**src/rtl/div_share_ctrl.sv**
```systemverilog
// div_share_ctrl: round-robin controller sharing one sequential divider among NREQ requesters.
// Rev 1.0 - divide-by-zero answered locally, watchdog aborts a stalled divide.
`default_nettype none

module div_share_ctrl #(
  parameter int N       = 8,
  parameter int NREQ    = 4,
  parameter int TIMEOUT = 64
) (
  input  logic                clk,
  input  logic                rst_n,
  input  logic [NREQ-1:0]     req_valid,
  output logic [NREQ-1:0]     req_ready,
  input  logic [NREQ*N-1:0]   req_dividend,
  input  logic [NREQ*N-1:0]   req_divisor,
  output logic                rsp_valid,
  input  logic                rsp_ready,
  output logic [$clog2(NREQ)-1:0] rsp_id,
  output logic [N-1:0]        rsp_quotient,
  output logic [N-1:0]        rsp_remainder,
  output logic [1:0]          rsp_err,
  output logic                div_start,
  output logic [N-1:0]        div_dividend,
  output logic [N-1:0]        div_divisor,
  input  logic                div_done,
  input  logic [N-1:0]        div_quotient,
  input  logic [N-1:0]        div_remainder,
  output logic                busy
);

  localparam int IDW = $clog2(NREQ);
  localparam int TW  = $clog2(TIMEOUT) + 1;

  localparam logic [1:0] S_IDLE  = 2'd0;
  localparam logic [1:0] S_ISSUE = 2'd1;
  localparam logic [1:0] S_WAIT  = 2'd2;
  localparam logic [1:0] S_RESP  = 2'd3;

  localparam logic [1:0] ERR_OK   = 2'b00;
  localparam logic [1:0] ERR_DIV0 = 2'b01;
  localparam logic [1:0] ERR_TMO  = 2'b10;

  logic [1:0]      r_state;
  logic [IDW-1:0]  r_ptr;
  logic [TW-1:0]   r_timer;
  logic [IDW-1:0]  r_id;
  logic [N-1:0]    r_quot;
  logic [N-1:0]    r_rem;
  logic [1:0]      r_err;
  logic [N-1:0]    r_dvd;
  logic [N-1:0]    r_dvs;

  logic            w_found;
  logic [IDW-1:0]  w_gid;
  logic [NREQ-1:0] w_grant;
  logic            w_accept;
  logic [N-1:0]    w_dvd;
  logic [N-1:0]    w_dvs;
  logic            w_timeout;

  // Search starts just after the last winner so it drops to lowest priority.
  always_comb begin : p_arb
    logic [IDW-1:0] idx;
    w_found = 1'b0;
    w_gid   = '0;
    idx     = '0;
    for (int i = 1; i <= NREQ; i++) begin
      idx = r_ptr + IDW'(i);
      if (!w_found && req_valid[idx]) begin
        w_found = 1'b1;
        w_gid   = idx;
      end
    end
  end

  assign w_grant   = w_found ? (NREQ'(1) << w_gid) : '0;
  assign req_ready = (rst_n && (r_state == S_IDLE)) ? w_grant : '0;
  assign w_accept  = (r_state == S_IDLE) && w_found;
  assign w_dvd     = req_dividend[w_gid*N +: N];
  assign w_dvs     = req_divisor[w_gid*N +: N];
  assign w_timeout = (r_timer == TW'(TIMEOUT - 1));

  always_ff @(posedge clk or negedge rst_n) begin
    if (!rst_n) begin
      r_state <= S_IDLE;
      r_ptr   <= IDW'(NREQ - 1);
      r_timer <= '0;
      r_id    <= '0;
      r_quot  <= '0;
      r_rem   <= '0;
      r_err   <= ERR_OK;
      r_dvd   <= '0;
      r_dvs   <= '0;
    end else begin
      case (r_state)
        S_IDLE: begin
          if (w_accept) begin
            r_ptr <= w_gid;
            r_id  <= w_gid;
            r_dvd <= w_dvd;
            r_dvs <= w_dvs;
            if (w_dvs == '0) begin
              r_quot  <= '1;
              r_rem   <= w_dvd;
              r_err   <= ERR_DIV0;
              r_state <= S_RESP;
            end else begin
              r_state <= S_ISSUE;
            end
          end
        end
        S_ISSUE: begin
          r_timer <= '0;
          r_state <= S_WAIT;
        end
        S_WAIT: begin
          // A completion on the last allowed cycle still counts as success.
          if (div_done) begin
            r_quot  <= div_quotient;
            r_rem   <= div_remainder;
            r_err   <= ERR_OK;
            r_state <= S_RESP;
          end else if (w_timeout) begin
            r_quot  <= '0;
            r_rem   <= '0;
            r_err   <= ERR_TMO;
            r_state <= S_RESP;
          end else begin
            r_timer <= r_timer + TW'(1);
          end
        end
        S_RESP: begin
          if (rsp_ready) r_state <= S_IDLE;
        end
        default: r_state <= S_IDLE;
      endcase
    end
  end

  assign div_start     = (r_state == S_ISSUE);
  assign div_dividend  = r_dvd;
  assign div_divisor   = r_dvs;
  assign rsp_valid     = (r_state == S_RESP);
  assign rsp_id        = r_id;
  assign rsp_quotient  = r_quot;
  assign rsp_remainder = r_rem;
  assign rsp_err       = r_err;
  assign busy          = (r_state != S_IDLE);

endmodule

`default_nettype wire

```
**config.mk**
```make
export PLATFORM = sky130hd
export DESIGN_NAME = div_share_ctrl
export DESIGN_NICKNAME = d
export VERILOG_FILES = /design/src/rtl/div_share_ctrl.sv
export SDC_FILE = /design/constraint.sdc
export NUM_CORES = 1
export LEC_CHECK = 0
export BUFFER_PORTS_ARGS = -buffer_cell sky130_fd_sc_hd__buf_2
export CAP_MARGIN = 10
export CORE_MARGIN = 8
export CORE_UTILIZATION = 44
export DETAILED_ROUTE_END_ITERATION = 16
export PLACE_DENSITY = 0.72
export SYNTH_ARGS = -nofsm -noshare
export SYNTH_HDL_FRONTEND = slang
export SYNTH_SLANG_ARGS = --single-unit
```
**constraint.sdc**
```tcl
create_clock -name clk -period 3.7 [get_ports clk]
set_input_delay 0.74 -clock clk [delete_from_list [all_inputs] [get_ports clk]]
set_output_delay 0.74 -clock clk [all_outputs]
set_load 0.005 [all_outputs]
```
-- After elaboration in Yosys (flattened, before gate mapping)
Index checks and enable logic that the tools add are counted.
- add/sub/neg operators: 4
- multipliers: 0
- div/mod/pow operators: 0
- $lt $le $gt $ge: 4
- eq/ne operators: 10
- shift-type cells: 3
- muxes and demuxes: 41
- bitwise logic cells: 0
- reduce and logical (&&, ||, !) cells: 17
- operator list (operator ; number):
    $shiftx 32x6->8 ; 2
    $mux 8 ; 7
    $pmux 8 s2 ; 2
    $mux 2 ; 13
    $mux 7 ; 2
    $pmux 7 s2 ; 1
    $lt 2x3->1 const B ; 4
    $bmux 1 s2 ; 4
    $logic_not 8->1 ; 1
    $mux 1 ; 8
    $mux 4 ; 2
    $pmux 2 s4 ; 1
    $add 7x1->7 const B ; 1
    $eq 7x6->1 const B ; 1
    $ne 2x2->1 const B ; 3
    $reduce_and 3->1 ; 2
    $reduce_bool 2->1 ; 3
    $logic_and 1x1->1 ; 5
    $add 2x2->2 const B ; 2
    $eq 2x2->1 const B ; 2
    $ne 2x1->1 const B ; 2
    $pmux 2 s2 ; 1
    $reduce_and 4->1 ; 1
    $shl 1x2->4 const A ; 1
    6 further kinds ; 8
- register bits: 47
- latch bits: 0
- RAM bits: 0
- memory bits (read-only): 0
- input bits: 88
- output and inout port bits: 43
- word-level logic and storage cells: 88
- memories kept: 0

-- Longest topological paths before layout
- word-level depth: 18
- depth in mapped cells: 10
- depth with buffers taken out: 8

-- Least setup slack after synthesis
No wires, ideal clock.
- kind: input to output
- start point: input port req_valid[1]
- end point: output port req_ready[0]
- data arrival time: 2.286 ns
- data required time: 2.960 ns
- slack: 0.674 ns
- stages: 8
- buffers on the path: 4
- path through: or2b_1 > a21oi_1 > a211oi_2 > buf_4 > buf_2 > buf_2 > buf_2 > nor3b_1
- cells in the longest elaborated chain, start to end: 15
- elaborated cells between the ends (all ways): 25
- those cells by class: shift: 1; mux: 18; reduce/logical: 6
- ends and longest elaborated chain (item ; RTL line ; source):
    from (decl) ; 12 ; input logic [NREQ-1:0] req_valid,
    $bmux 1 s2 ; 69 ; if (!w_found && req_valid[idx]) begin
    $mux 1 (implied by the code) ; 69 ;
    $mux 1 ; 69 ;
    $logic_not 1->1 ; 69 ;
    $logic_and 1x1->1 ; 69 ;
    $mux 1 ; 69 ;
    $logic_not 1->1 ; 69 ;
    $logic_and 1x1->1 ; 69 ;
    $mux 1 ; 69 ;
    $logic_not 1->1 ; 69 ;
    $logic_and 1x1->1 ; 69 ;
    $mux 2 ; 69 ;
    $shl 1x2->4 ; 76 ; assign w_grant = w_found ? (NREQ'(1) << w_gid) : '0;
    $mux 4 * ; 76 ;
    $mux 4 * ; 77 ; assign req_ready = (rst_n && (r_state == S_IDLE)) ? w_grant : '0;
    to (decl) ; 13 ; output logic [NREQ-1:0] req_ready,
Mark *: on every way between the ends. The rest lies on a longest branch, timed or not. The select of a mux whose other input is x is not followed.

-- Worst setup path in the final report
- start point: register r_state[0]
- end point: output port req_ready[0]
- cells in the longest elaborated chain, start to end: 3
- ends and longest elaborated chain (item ; RTL line ; source):
    from (decl) ; 43 ; logic [1:0] r_state;
    from (signal assigned) ; 85 ; r_state <= S_IDLE;
    from (signal assigned) ; 106 ; r_state <= S_RESP;
    from (signal assigned) ; 108 ; r_state <= S_ISSUE;
    $logic_not 2->1 ; 77 ;
    $logic_and 1x1->1 ; 77 ;
    $mux 4 ; 77 ;
No other way between the ends.

==> reports/metrics.yaml <==
dieWidth_um: 106
worstPathCellList: "inv_1, ha_1, inv_1, a21oi_1, nand2_1, nor3b_1, buf_2"
post_cts_buffers: 0
viasPerCell: 5.64
status: "finished clean"
p_int_w: 0.00175
wire_per_inst_um: 17.1
relSlewSlack_pct: 32.3
crit_slowest_cell: "a21oi_1"
antennaDiodeCount: 0
die_h_um: 106
gp_congestion: 0.901
ctsResizeCount: 0
cpPeakStageDelay_ns: 0.78
hp-class: "register to register"
worst_slew_pin_slew_ns: 1.01
floorplan.initialDensity_pct: 45.7
clockBufferDepth: 2
antenna_found_initial: 0
die_area_um2: 11200
cts_hold_buf: 0
yosys_warnings: 0
cts_made_buffers: 5
finalSetupTns_ns: 0
vdd_drop_max_uv: 325
grt_max_degree: 48
synth_top_cell_by_area: "dfrtp_1"
p_total_w: 0.00329
finalNonFillerCells: 655
grt_pass1_wl_mm: 18.2
cp.arrival_ns: 2.49
path_common_cell: "inv_1"
p_sw_w: 0.00154
first_iter_violations: 206
fmax_mhz: 309
cts.sinks: 47
hold_viol: 0
fin_nets: 646
dpl.cell_count: 647
p_comb_share_pct: 61.4
power.switching_fraction_pct: 46.7
synth_nets: 526
drv_slew: 0
fillers: 732
synth_cells: 432
areaGrowthSynthToFinish_pct: 24.1
yosysTopAreaCellShare_pct: 31.7
cts_tree: "built"
endpoint_kind: "output pin"
yosys.cell_types.count: 43
dp_hpwl_mm: 8.40
crit_required_ns: 2.96
finalCritPeriodShare_pct: 87.4
drive_gt1_share_pct: 30.4
track_usage_pct: 19.3
cts.clk_slew.worst_paths_ns: 0.09
drc: 0
p_seq_share_pct: 28.4
cts_root_buffer: "clkbuf_8"
power.density_nw_per_um2: 747
avgSynthCellArea_um2: 8.21
clock_power_share_pct: 10.2
firstDrtPassIters: 5
syn_area_um2: 3550
fin_crit_ns: 3.23
coreArea_um2: 7770
h-tree-depth: 2
setup_viol_count_final: 0
port_buffers: 130
ys_ff_latch: 47
totalWireLength_mm: 11.2
placementRows: 32
antenna_left: 0
grt_pass1_vias: 3805
utilization_pct: 56.7
clk_latency_ns: 0.30
crit_type: "register to output pin"
overflow: 0
ys_top_cells_by_area: "dfrtp_1, mux2i_1, nand2_1, a211oi_1, a21oi_1"
vias: 3691
rsz0062_at_grt: "false"
ys_seq_area_share_pct: 33.2
cap_violations: 0
leakagePower_nw: 2.19
cp_max_fo: 15
io_pins: 131
clock_skew_ns: 0.00969
start_kind: "register"
kinds of logic after synthesis:
logic type / count (synthesis) / share of synthesized area [%]
buf+inv: 39 / 5.15
flops: 47 / 33.2
fa+ha+maj: 6 / 2.12
mux: 42 / 11.9
simple gates: 200 / 27.1
compound gates: 97 / 20.3
xor+xnor: 1 / 0.247
worst paths after layout:
path | cells after the start | slack [ns] | endpoint | start
max in group asynchronous | 2 | 2.71 | div_divisor[2]$_DFFE_PN0P_ | rst_n
min | 2 | 0.48 | div_divisor[6]$_DFFE_PN0P_ | div_divisor[6]$_DFFE_PN0P_
min reg2reg | 2 | 0.48 | div_divisor[6]$_DFFE_PN0P_ | div_divisor[6]$_DFFE_PN0P_
max | 7 | 0.47 | req_ready[0] | r_state[0]$_DFFE_PN0P_
max reg2reg | 7 | 0.50 | rsp_remainder[2]$_DFFE_PN0P_ | r_ptr[0]$_DFFE_PN1P_
min in group asynchronous | 2 | 0.56 | div_dividend[0]$_DFFE_PN0P_ | rst_n
power groups by stage:
stage,clock (W),sequential (W),combinational [W]
2_1_floorplan,0,0.000919,0.00139
3_3_place_gp,0,0.000931,0.00196
3_5_place_dp,0,0.000939,0.00203
4_1_cts,0.000342,0.000931,0.00203
5_1_grt,0.000364,0.000964,0.00225
6_report,0.000336,0.000933,0.00202
flip-flops by register name (all words and copies together) (netlist names):
register / cells
r_state: 2
div_dividend: 8
r_timer: 7
rsp_err: 2
r_ptr: 2
rsp_remainder: 8
rsp_id: 2
rsp_quotient: 8
div_divisor: 8
critical path, delay by kind of cell, from the launching register on:
family          cells  cell delay [ns]
flops               1             0.41
fa+ha+maj           1             0.21
buf+inv             3             0.36
simple gates        2             0.43
compound gates      1             0.78
cell usage after synthesis, drive strengths merged:
master   n
a211o    1
a211oi  20
a21o     2
a21oi   25
a22o     2
a311o    8
a31oi    2
and2    10
and3     9
and4     1
buf     11
clkbuf  19
dfrtp   45
dfstp    2
ha       6
inv      9
mux2     1
mux2i   41
nand2   96
nand2b   3
nand3   12
nand4    9
nor2    26
nor2b    2
nor3    24
nor3b    2
nor4     2
o211ai   9
o21a     1
o21ai   10
o221ai   8
o22ai    1
o31ai    8
or2b     1
or3      1
or4      2
xnor2    1
cell type report:
class,instances,area [um2],area share (%)
clock inverters,1,8.76,0.199
multi-input cells,346,2210,50.1
inverters,9,33.8,0.767
repair buffers,143,761,17.3
clock buffers,7,86.3,1.96
flip-flops and latches,47,1180,26.8
well taps,102,128,2.90
routing by layer:
metal	GRT usage [%]	share of wire, %	up-vias
met4	4.92	1.1	0
met1	24.5	44	1743
met5	0	0	-
met2	32.1	47	139
li1	-	-	1799
met3	4.81	7.1	10
placed cells by master (no fill, tap or decap), types with 8 or more instances in the layout:
cell type,n
nand3_1,12
and3_1,9
nand4_1,9
buf_4,12
and2_1,10
a211oi_1,18
inv_1,9
o221ai_1,8
nor2_1,25
o211ai_2,9
mux2i_1,41
dfrtp_1,45
a311o_1,8
a21oi_1,25
nand2_1,96
o31ai_1,8
o21ai_0,8
nor3_1,24
buf_2,130
stage by stage:
step | hold WS (ns) | worst slack (ns) | area (um2)
2_1_floorplan | 0.444 | 0.674 | 3550
3_3_place_gp | 0.454 | 0.283 | 4310
3_5_place_dp | 0.464 | 0.139 | 4310
4_1_cts | 0.486 | 0.407 | 4400
5_1_grt | 0.519 | 0.153 | 4400
6_report | 0.480 | 0.465 | 4400
(Power assumes the default switching activity.)
